[src/rtl/stage4_mem_access.sv]
// stage4_mem_access: pipeline stage 4, the data-memory access stage.
// Takes one instruction from execute and issues at most one request on a
// req/ready/rvalid data-memory port. It produces the writeback value for
// stage 5. While a memory transaction is outstanding, mem_busy holds stages 1-3.
//
// Ports:
//   clock, reset               rising-edge clock, synchronous active-high reset
//   stall                      downstream stall (hold outputs, accept nothing)
//   valid, eval, store_data    stage-3 result, address/passthrough value, store data
//   mem_op, mem_size           00 none/01 load/10 store/11 none; byte/half/word/word
//   mem_unsigned, rd_in        zero-extend loads, destination register
//   dmem_*                     data-memory request/response port
//   mem_busy                   pipeline hold request
//   out_valid, out_rd, out_value   result to stage 5
//   misalign                   (only with MEM_MISALIGN_TRAP_EN) misaligned access trap
//
// Optional feature macro: MEM_MISALIGN_TRAP_EN. When it is defined, misaligned half and
// word accesses are trapped. When it is undefined, the low address bits are ignored.
module stage4_mem_access #(
  parameter int unsigned XLEN    = 32,
  parameter int unsigned RD_BITS = 5
) (
  input  logic               clock,
  input  logic               reset,
  input  logic               stall,
  input  logic               valid,
  input  logic [XLEN-1:0]    eval,
  input  logic [XLEN-1:0]    store_data,
  input  logic [1:0]         mem_op,
  input  logic [1:0]         mem_size,
  input  logic               mem_unsigned,
  input  logic [RD_BITS-1:0] rd_in,
  output logic               dmem_req,
  output logic               dmem_we,
  output logic [XLEN-1:0]    dmem_addr,
  output logic [XLEN-1:0]    dmem_wdata,
  output logic [3:0]         dmem_be,
  input  logic               dmem_ready,
  input  logic               dmem_rvalid,
  input  logic [XLEN-1:0]    dmem_rdata,
  output logic               mem_busy,
`ifdef MEM_MISALIGN_TRAP_EN
  output logic               misalign,
`endif
  output logic               out_valid,
  output logic [RD_BITS-1:0] out_rd,
  output logic [XLEN-1:0]    out_value
);

  typedef enum logic [1:0] {StIdle, StReq, StWaitRd} state_e;

  state_e             state_q;
  logic [1:0]         off_q;
  logic [1:0]         size_q;
  logic               uns_q;
  logic               store_q;
  logic [RD_BITS-1:0] rd_q;

  logic            is_mem;
  logic            is_store;
  logic            trap;
  logic [3:0]      be_c;
  logic [XLEN-1:0] wdata_c;
  logic [7:0]      lane_b;
  logic [15:0]     lane_h;
  logic [XLEN-1:0] load_c;

  // Request decode from the incoming instruction.
  always_comb begin
    is_store = (mem_op == 2'b10);
    is_mem   = (mem_op == 2'b01) || is_store;
    unique case (mem_size)
      2'b00: begin
        be_c    = 4'b0001 << eval[1:0];
        wdata_c = {(XLEN/8){store_data[7:0]}};
      end
      2'b01: begin
        be_c    = eval[1] ? 4'b1100 : 4'b0011;
        wdata_c = {(XLEN/16){store_data[15:0]}};
      end
      default: begin
        be_c    = 4'b1111;
        wdata_c = store_data;
      end
    endcase
`ifdef MEM_MISALIGN_TRAP_EN
    trap = is_mem && (((mem_size == 2'b01) && eval[0]) ||
                      (mem_size[1] && (eval[1:0] != 2'b00)));
`else
    trap = 1'b0;
`endif
  end

  // Lane extraction and extension of the returned load word.
  always_comb begin
    lane_b = dmem_rdata[{off_q, 3'b000} +: 8];
    lane_h = off_q[1] ? dmem_rdata[31:16] : dmem_rdata[15:0];
    unique case (size_q)
      2'b00:   load_c = {{(XLEN-8){lane_b[7] & ~uns_q}}, lane_b};
      2'b01:   load_c = {{(XLEN-16){lane_h[15] & ~uns_q}}, lane_h};
      default: load_c = dmem_rdata;
    endcase
  end

  always_ff @(posedge clock) begin
    if (reset) begin
      state_q    <= StIdle;
      off_q      <= 2'b00;
      size_q     <= 2'b00;
      uns_q      <= 1'b0;
      store_q    <= 1'b0;
      rd_q       <= '0;
      dmem_req   <= 1'b0;
      dmem_we    <= 1'b0;
      dmem_addr  <= '0;
      dmem_wdata <= '0;
      dmem_be    <= 4'b0000;
      mem_busy   <= 1'b0;
      out_valid  <= 1'b0;
      out_rd     <= '0;
      out_value  <= '0;
`ifdef MEM_MISALIGN_TRAP_EN
      misalign   <= 1'b0;
`endif
    end else begin
      unique case (state_q)
        StIdle: begin
          // Under stall the current result (if any) is held and nothing is accepted.
          if (!stall) begin
            out_valid <= 1'b0;
`ifdef MEM_MISALIGN_TRAP_EN
            misalign  <= 1'b0;
`endif
            if (valid) begin
              off_q   <= eval[1:0];
              size_q  <= mem_size;
              uns_q   <= mem_unsigned;
              store_q <= is_store;
              rd_q    <= rd_in;
              if (trap) begin
                out_valid <= 1'b1;
                out_rd    <= '0;
                out_value <= '0;
`ifdef MEM_MISALIGN_TRAP_EN
                misalign  <= 1'b1;
`endif
              end else if (is_mem) begin
                state_q    <= StReq;
                dmem_req   <= 1'b1;
                mem_busy   <= 1'b1;
                dmem_we    <= is_store;
                dmem_addr  <= {eval[XLEN-1:2], 2'b00};
                dmem_be    <= be_c;
                dmem_wdata <= wdata_c;
              end else begin
                out_valid <= 1'b1;
                out_value <= eval;
                out_rd    <= rd_in;
              end
            end
          end
        end
        StReq: begin
          if (dmem_ready) begin
            dmem_req <= 1'b0;
            if (store_q) begin
              state_q   <= StIdle;
              mem_busy  <= 1'b0;
              out_valid <= 1'b1;
              out_rd    <= '0;
              out_value <= '0;
            end else if (dmem_rvalid) begin
              // Data returned together with the accept: skip WAIT_RD.
              state_q   <= StIdle;
              mem_busy  <= 1'b0;
              out_valid <= 1'b1;
              out_rd    <= rd_q;
              out_value <= load_c;
            end else begin
              state_q <= StWaitRd;
            end
          end
        end
        StWaitRd: begin
          // Completion ignores stall: the result is registered, then held by stall in IDLE.
          if (dmem_rvalid) begin
            state_q   <= StIdle;
            mem_busy  <= 1'b0;
            out_valid <= 1'b1;
            out_rd    <= rd_q;
            out_value <= load_c;
          end
        end
        default: state_q <= StIdle;
      endcase
    end
  end

endmodule

[config.mk]
export PLATFORM = sky130hd
export DESIGN_NAME = stage4_mem_access
export DESIGN_NICKNAME = d
export VERILOG_FILES = /design/src/rtl/stage4_mem_access.sv
export SDC_FILE = /design/constraint.sdc
export NUM_CORES = 1
export LEC_CHECK = 0
export BUFFER_PORTS_ARGS = -buffer_cell sky130_fd_sc_hd__buf_4
export CAP_MARGIN = 20
export CELL_PAD_IN_SITES_DETAIL_PLACEMENT = 1
export CELL_PAD_IN_SITES_GLOBAL_PLACEMENT = 1
export CORE_UTILIZATION = 25
export CTS_CLUSTER_DIAMETER = 40
export DETAILED_ROUTE_END_ITERATION = 7
export GPL_TIMING_DRIVEN = 0
export PLACE_DENSITY_LB_ADDON = 0.1
export SYNTH_ARGS = -nofsm -noshare
export SYNTH_HDL_FRONTEND = slang
export SYNTH_SLANG_ARGS = --single-unit
[constraint.sdc]
create_clock -name clock -period 2.35 [get_ports clock]
set_input_delay 0.5875 -clock clock [delete_from_list [all_inputs] [get_ports clock]]
set_output_delay 0.5875 -clock clock [all_outputs]
set_load 0.02 [all_outputs]
* After elaboration in Yosys (flattened, before gate mapping)
Cells that the tools add are included.
** Word-level totals
- Flip-flop bits (word level) :: 120
- Bits of input ports :: 112
- Output and inout port bits :: 109
- Logic and storage cells :: 89
** Operators by class
- Equality and inequality tests :: 12
- Shift operators :: 2
- Muxes and demuxes :: 43
- Bitwise operators :: 4
- Reduce and logical (&&, ||, !) cells :: 13
** Operators with widths (count)
- two-way mux 32 bit :: 6
- case mux 32 bit (2 select lines) :: 2
- case mux 32 bit (3 select lines) :: 1
- indexed part select 32 x 6 -> 8 bit :: 1
- two-way mux 5 bit :: 6
- AND reduction 5 bit :: 4
- two-way mux 16 bit :: 1
- case mux 5 bit (3 select lines) :: 1
- two-way mux 2 bit :: 7
- two-way mux 1 bit :: 13
- inequality test 2 bit (second input constant) :: 6
- == test 2 x 1 -> 1 bit (second input constant) :: 4
- case mux 4 bit (2 select lines) :: 1
- zero test 2 bit :: 3
- case mux 1 bit (3 select lines) :: 2
- case mux 2 bit (3 select lines) :: 1
- AND reduction 3 bit :: 2
- == test 2 bit (second input constant) :: 2
- two-way mux 4 bit :: 1
- AND reduction 4 bit :: 1
- left shift 1 x 2 -> 4 bit (first input constant) :: 1
- nonzero test 3 bit :: 1
- bitwise AND 1 bit :: 2
- NOT 1 bit :: 2
- 3 further kinds :: 3

* Longest topological paths before layout
Gate-level depths: netlist of the first run.
- Depth in word-level cells :: 7
- Gate-level depth with buffers :: 10

* Worst setup path before layout of the first run
No wires, ideal clock.
- Path type :: input -> register
- Start :: input mem_op[0]
- End :: register out_value[18]
- Setup time :: 0.117 ns
- Arrival :: 1.969 ns
- Slack :: 0.264 ns
- Stages on the path :: 8
- Path buffers :: 2
- Path through :: inv_1 ha_1 a21bo_1 and3_1 buf_2 buf_6 a31o_1 a22o_1
** On the way
- Longest elaborated chain between the ends :: 4
- Elaborated cells on any way between the ends :: 5
- Classes of those cells :: eq/ne: 3; reduce/logical: 2
** RTL lines
- start, declared :: line 29 : input logic [1:0] mem_op,
- == test 2 x 1 -> 1 bit / == test 2 bit (equally long branches) :: line 71, 70
- logical OR 1 bit (*) :: line 71 : is_mem = (mem_op == 2'b01) || is_store;
- inequality test 2 bit (no source line) (*)
- AND reduction 5 bit (no source line) (*)
- end signal, assigned :: line 157 : out_value <= eval;
- end signal, assigned :: line 178 : out_value <= load_c;
- end signal, assigned :: line 191 : out_value <= load_c;
- end, declared :: line 47 : output logic [XLEN-1:0] out_value
Mark *: on every way between the ends. The rest lies on a longest branch, timed or not.
A chain may end at the register's enable or synchronous reset.

* Worst setup path after layout of the first run
- Start :: register state_q[1]
- End :: register out_value[1]
** On the way
- Longest elaborated chain between the ends :: 3
- Elaborated cells on any way between the ends :: 10
- Classes of those cells :: eq/ne: 6; mux: 1; reduce/logical: 3
** RTL lines
- start, declared :: line 52 : state_e state_q;
- start signal, assigned :: line 107 : state_q <= StIdle;
- start signal, assigned :: line 148 : state_q <= StReq;
- start signal, assigned :: line 167 : state_q <= StIdle;
- == test 2 x 1 -> 1 bit (tied with other cells) :: line 126 : unique case (state_q)
- inequality test 2 bit (no source line) / nonzero test 3 bit (equally long branches)
- AND reduction 5 bit (no source line)
Parallel ways exist; a longest one is shown, timed or not.

==> results of run 1 <==
## critical path: cells and delay by family, from the launching register on
family	cells	cell delay [ns]
AO/OA/AOI/OAI	3	0.83
flip-flops	1	0.38
adder cells (fa/ha/maj)	1	0.36
buffers and inverters	3	0.60
## repair_timing
item,CTS,global route
pin swaps,0,2
gates resized for setup,5,13
buffers inserted,0,3
setup endpoints to repair,34,58
## placed cells by master, fill, tap and decap left out, drive strengths merged, types with 4 or more instances in the layout
cell type and instances:
o21ai 24, nand2 137, and3b 5, mux2 5
mux4 4, nor2b 9, a211oi 19, mux2i 26
nor2 48, nand2b 16, a221oi 7, a311oi 15
nor3 8, a21oi 90, clkbuf 55, or3 4
o211ai 14, a31o 16, dfxtp 120, a221o 5
buf 260, nand4 18, ha 5, a31oi 19
a22o 19, clkinv 6, nand3 7, inv 30
## routing by layer
layer	wire length (µm)	part of all wire
met5	0	0
met4	622	0.022
met3	1860	0.065
met2	14100	0.49
met1	12200	0.42
## sequential cells by signal, indices dropped and copies added (netlist names)
| signal | flops |
|---|---|
| dmem_addr | 30 |
| dmem_be | 4 |
| dmem_req | 1 |
| dmem_wdata | 32 |
| dmem_we | 1 |
| mem_busy | 1 |
| off_q | 2 |
| out_rd | 5 |
| out_valid | 1 |
| out_value | 32 |
| rd_q | 5 |
| size_q | 2 |
| state_q | 2 |
| store_q | 1 |
| uns_q | 1 |
## power by group through the flow
stage	Clock (W)	Combinational (W)	Sequential (W)
floorplan	0	0.00120	0.00268
finish	0.00252	0.00252	0.00243
detailed placement	0	0.00248	0.00248
global route	0.00265	0.00275	0.00246
global placement	0	0.00247	0.00247
CTS	0.00259	0.00250	0.00243
## per-stage QoR
step                total power (W)  setup slack [ns]   util
finish                      0.00748             0.132  0.366
global route                0.00786           -0.0184  0.366
CTS                         0.00753            0.0114  0.363
detailed placement          0.00496            -0.347  0.341
global placement            0.00495            -0.350  0.341
floorplan                   0.00389             0.264      -
## logic make-up after synthesis
| group | synth area share |
|---|---|
| muxes | 0.0644 |
| other | 0.000594 |
| adders and majority gates | 0.00990 |
| DFF | 0.380 |
| AOI/OAI and AO/OA | 0.275 |
| buffers and inverters | 0.0743 |
| and+or+nand+nor | 0.196 |
## layout make-up
| class | instances | area (µm²) | share of cell area |
|---|---|---|---|
| multi-input combinational | 565 | 3480 | 0.388 |
| sequential | 120 | 2400 | 0.268 |
| timing repair buffer | 220 | 1650 | 0.184 |
| clock buffer | 22 | 474 | 0.0528 |
| tap | 324 | 405 | 0.0452 |
| buffer | 73 | 370 | 0.0413 |
| inverter | 31 | 116 | 0.0130 |
| clock inverter | 8 | 73.8 | 0.00823 |
## final timing paths
| kind | start | end | slack (ns) | depth (start not counted) |
|---|---|---|---|---|
| worst max-delay path | state_q[1]$_SDFFE_PP0P_ | out_value[1]$_SDFFE_PP0P_ | 0.13 | 7 |
| worst min-delay path | mem_unsigned | uns_q$_SDFFE_PP0P_ | 0.40 | 3 |
| worst max register to register | state_q[1]$_SDFFE_PP0P_ | out_value[1]$_SDFFE_PP0P_ | 0.13 | 7 |
| worst min register to register | dmem_addr[27]$_SDFFE_PP0P_ | dmem_addr[27]$_SDFFE_PP0P_ | 0.45 | 2 |
==> flow_metrics.env, run 1 <==
export IMPL_cts_tree="done"
export IMPL_htreeDepth=4
export IMPL_post_synth_top_count_cell="nand2_1"
export IMPL_drtIter0Drc=282
export IMPL_ys_top_cells_by_area="dfxtp_1 (38%), nand2_1 (8.1%), a21oi_1 (7.1%), mux2i_1 (4.1%), buf_2 (2.9%)"
export IMPL_p_sw_frac=0.359
export IMPL_grt_max_degree=17
export IMPL_postCtsHoldBufs=0
export IMPL_yosysUniqueCellTypes=62
export IMPL_cts_buffers=17
export IMPL_wl_mm=28.8
export IMPL_worstSetupStartpointType="flip-flop"
export IMPL_p_comb_frac=0.338
export IMPL_required_ns=2.71
export IMPL_path_cells="inv_1 -> ha_2 -> clkbuf_4 -> buf_2 -> o211ai_1 -> a2111oi_1 -> a221o_1"
export IMPL_syn_inst=788
export IMPL_grt_pass1_wl_mm=43.4
export IMPL_max_cap_violations=0
export IMPL_avgSynthCellArea_um2=8.02
export IMPL_cpMaxStageDelayCell="a2111oi_1"
export IMPL_nets=1145
export IMPL_synthDominantCellAreaShare=0.380
export IMPL_yosysSeqAreaShare=0.380
export IMPL_internal_power_w=0.00479
export IMPL_relSlewSlack=0.511
export IMPL_min_path_type="in2reg"
export IMPL_dr_pass1_iters=4
export IMPL_grt_usage=0.224
export IMPL_yosysWarnings=0
export IMPL_antenna_cells=0
export IMPL_stdcell_count=1363
export IMPL_irDropWorstVdd_mv=0.394
export IMPL_grtUsageMet3=0.0568
export IMPL_chipHeight_um=161
export IMPL_num_io_pins=221
export IMPL_syn_area_um2=6320
export IMPL_grt_pass1_vias=7008
export IMPL_clk_pin_slew_ns=0.06
export IMPL_crit_type="reg2reg"
export IMPL_max_freq_ghz=0.451
export IMPL_hpwl_mm=22.5
export IMPL_placed_cell_area_um2=8360
export IMPL_clkLatencyLatePin_ns=0.42
export IMPL_antenna_found_initial=0
export IMPL_synth_main_ff_cell="dfxtp_1"
export IMPL_clock_sinks=120
export IMPL_cpPeakStageDelay_ns=0.42
export IMPL_core_area_um2=24500
export IMPL_cts_root_to_sink_buffers=2
export IMPL_met1_usage=0.276
export IMPL_wl_per_cell_um=21.2
export IMPL_finalCriticalPeriod_ns=2.22
export IMPL_top_usage_layer="met2"
export IMPL_power_density_nw_per_um2=833
export IMPL_final_area_um2=8970
export IMPL_status="finished clean"
export IMPL_cts_root_buf="clkbuf_16"
export IMPL_async_flop_share=0
export IMPL_fin_skew_ns=0.00927
export IMPL_dp_cells=1330
export IMPL_fp_dieW_um=161
export IMPL_hold_violations=0
export IMPL_switching_power_w=0.00268
export IMPL_setup_tns_ns=0
export IMPL_layout_area_overhead_vs_synth_pct=42.1
export IMPL_core_rowCount=57
export IMPL_max_slew_worst_pin_slew_ns=0.729
export IMPL_drcViolationCount=0
export IMPL_overflow=0
export IMPL_drive_gt1_frac=0.303
export IMPL_synth_common_cells="nand2_1 (136), dfxtp_1 (120), a21oi_1 (89), nor2_1 (47), buf_2 (36)"
export IMPL_fin_hold_ws_ns=0.404
export IMPL_synth_seq_cells=120
export IMPL_grtUsageMet2=0.380
export IMPL_io_buffers=217
export IMPL_seq_power_share=0.325
export IMPL_dieArea_um2=25900
export IMPL_finalSetupViolations=0
export IMPL_finalCritPeriodShare=0.944
export IMPL_nFillCells=3002
export IMPL_yosys_area_top_type="dfxtp_1"
export IMPL_p_leak_nw=3.71
export IMPL_critPathArrivalTime_ns=2.58
export IMPL_finalMaxSlewViolations=0
export IMPL_worst_setup_path_end_kind="flip-flop"
export IMPL_p_clk_frac=0.337
export IMPL_drtAntennaViolNets=0
export IMPL_path_max_fanout=10
export IMPL_num_vias=6879
export IMPL_grt_setup_unrepaired="true"
export IMPL_synth_edff_count=0
export IMPL_vias_per_cell=5.05
export IMPL_initial_utilization=0.257
export IMPL_gp_congestion=0.844
Power figures use the tool's default switching activity.
==> run 2: changes to the inputs <==
CTS_CLUSTER_DIAMETER = 200   (was 40)
SLEW_MARGIN = 20   (was unset)
clock period = 2.6 ns   (was 2.35 ns; I/O delays follow)
==> run 2 against run 1 <==
Count of clock-buffer cells in the layout stayed put. Clock power decreased by 9.5%. Combinational power is 11% lower. Largest power group is now clock. First-iteration DRC count up 5.0%. Highest routed layer unchanged. Critical endpoint is now out_value[26]$_SDFFE_PP0P_. Flip-flop and latch count unchanged. Sequential share of layout area up 0.21 points. Core utilization down 0.29 points. Register-to-register slack improved by 0.04 ns. Die area stayed put. Worst hold slack improved by 0.050 ns.
==> flow_metrics.env, run 2 (synthesized netlist as in run 1, its figures left out) <==
export IMPL_status="finished clean"
export IMPL_fp_dieW_um=161
export IMPL_drtAntennaViolNets=0
export IMPL_grt_setup_unrepaired="false"
export IMPL_largest_registers="dmem_wdata x32, out_value x32, dmem_addr x30"
export IMPL_core_rowCount=57
export IMPL_crit_buf_inv=3
export IMPL_grt_pass1_vias=7007
export IMPL_clock_sinks=120
export IMPL_antenna_cells=0
export IMPL_drtIter0Drc=296
export IMPL_chipHeight_um=161
export IMPL_overflow=0
export IMPL_core_area_um2=24500
export IMPL_finalSetupViolations=0
export IMPL_nets=1142
export IMPL_cts_tree="done"
export IMPL_relSlewSlack=0.502
export IMPL_grt_pass1_wl_mm=43.4
export IMPL_htreeDepth=4
export IMPL_cpPeakStageDelay_ns=0.60
export IMPL_final_common_cell="buf_4"
export IMPL_critPathLaunch="state_q[1]$_SDFFE_PP0P_"
export IMPL_finalMaxSlewViolations=0
export IMPL_fin_skew_ns=0.00850
export IMPL_cts_root_to_sink_buffers=2
export IMPL_grt_max_degree=17
export IMPL_power_density_nw_per_um2=755
export IMPL_num_vias=6908
export IMPL_max_slew_worst_pin_slew_ns=0.742
export IMPL_post_cts_buffers=0
export IMPL_hold_violations=0
export IMPL_critPathArrivalTime_ns=2.73
export IMPL_path_cells="inv_1 -> ha_1 -> nor2b_1 -> buf_2 -> o21ai_1 -> buf_2 -> a21oi_1 -> a22o_1"
export IMPL_initial_utilization=0.257
export IMPL_io_buffers=217
export IMPL_drcViolationCount=0
export IMPL_antenna_found_initial=0
export IMPL_layout_area_overhead_vs_synth_pct=41.0
export IMPL_cpMaxStageDelayCell="o21ai_1"
export IMPL_p_leak_nw=3.69
export IMPL_cts_root_buf="clkbuf_16"
export IMPL_cp_top_family="compound AO/OA/AOI/OAI gates"
export IMPL_vias_per_cell=5.08
export IMPL_worstSetupStartpointType="flip-flop"
export IMPL_drive_gt1_frac=0.295
export IMPL_max_cap_violations=0
export IMPL_reg2reg_from="state_q[1]$_SDFFE_PP0P_"
export IMPL_min_path_type="reg2reg"
export IMPL_dr_pass1_iters=4
export IMPL_clk_pin_slew_ns=0.06
export IMPL_required_ns=2.90
export IMPL_hpwl_mm=22.5
export IMPL_max_freq_ghz=0.412
export IMPL_crit_type="reg2reg"
export IMPL_grt_usage=0.224
export IMPL_gp_congestion=0.844
export IMPL_placed_cell_area_um2=8360
export IMPL_finalCritPeriodShare=0.933
export IMPL_dieArea_um2=25900
export IMPL_wl_per_cell_um=21.2
export IMPL_cts_buffers=17
export IMPL_wl_mm=28.8
export IMPL_num_io_pins=221
export IMPL_final_area_um2=8900
export IMPL_irDropWorstVdd_mv=0.356
export IMPL_path_max_fanout=10
export IMPL_fin_hold_ws_ns=0.455
export IMPL_clkLatencyLatePin_ns=0.42
export IMPL_hold_start="dmem_addr[27]$_SDFFE_PP0P_"
export IMPL_layout_common_cells="buf_4 (222), nand2_1 (136), dfxtp_1 (120), a21oi_1 (89), nor2_1 (47)"
export IMPL_cpMostUsedCell="buf_2"
export IMPL_finalCriticalPeriod_ns=2.43
export IMPL_worst_setup_path_end_kind="flip-flop"
==> run 2: path summary, 6_finish.rpt <==
path	end	slack (ns)	depth (start not counted)
min reg2reg	dmem_addr[27]$_SDFFE_PP0P_	0.45	2
max	out_value[26]$_SDFFE_PP0P_	0.17	8
max reg2reg	out_value[26]$_SDFFE_PP0P_	0.17	8
min	dmem_addr[27]$_SDFFE_PP0P_	0.45	2
==> run 2: power by group <==
part           total [W]  internal [W]  switching [W]
Combinational    0.00224      0.000876        0.00137
Sequential       0.00220       0.00205       0.000147
Clock            0.00228       0.00137       0.000907
Total            0.00672       0.00430        0.00242
==> run 2: area by class of cell <==
| type | count | area (µm²) |
|---|---|---|
| inverter | 31 | 116 |
| sequential | 120 | 2400 |
| fill | 3001 | 15600 |
| tap | 324 | 405 |
| timing repair buffer | 217 | 1630 |
| multi-input combinational | 565 | 3450 |
| clock inverter | 8 | 73.8 |
| clock buffer | 22 | 474 |
| buffer | 73 | 354 |
==> run 2: stage by stage <==
step | setup slack, ns | utilization | std cells | total power, W | TNS [ns]
6_report | 0.175 | 0.363 | 1360 | 0.00672 | 0
5_1_grt | 0.0224 | 0.363 | 1360 | 0.00706 | 0
4_1_cts | 0.151 | 0.363 | 1360 | 0.00680 | 0
3_5_place_dp | -0.0969 | 0.341 | 1330 | 0.00448 | -0.354
3_3_place_gp | -0.0996 | 0.341 | 1330 | 0.00447 | -0.606
2_1_floorplan | 0.452 | - | 789 | 0.00351 | 0
==> run 2: layer usage <==
metal	wire length [µm]	vias up	global-route usage
met2	14100	193	0.380
met4	653	0	0.0720
li1	-	3319	-
met1	12300	3359	0.276
met5	0	-	0
met3	1740	37	0.0568
==> run 2: tightest hold or removal path, delay by kind of cell (launching register included) <==
family / cells / cell delay (ns)
AO/OA/AOI/OAI: 1 / 0.05
flip-flops: 1 / 0.31
AND/OR/NAND/NOR: 1 / 0.05
==> run 2: repair_timing <==
action	CTS	global route
setup endpoints to repair	9	0
gates resized for setup	1	0
endpoints found under the hold margin	0	0
hold buffers	0	0
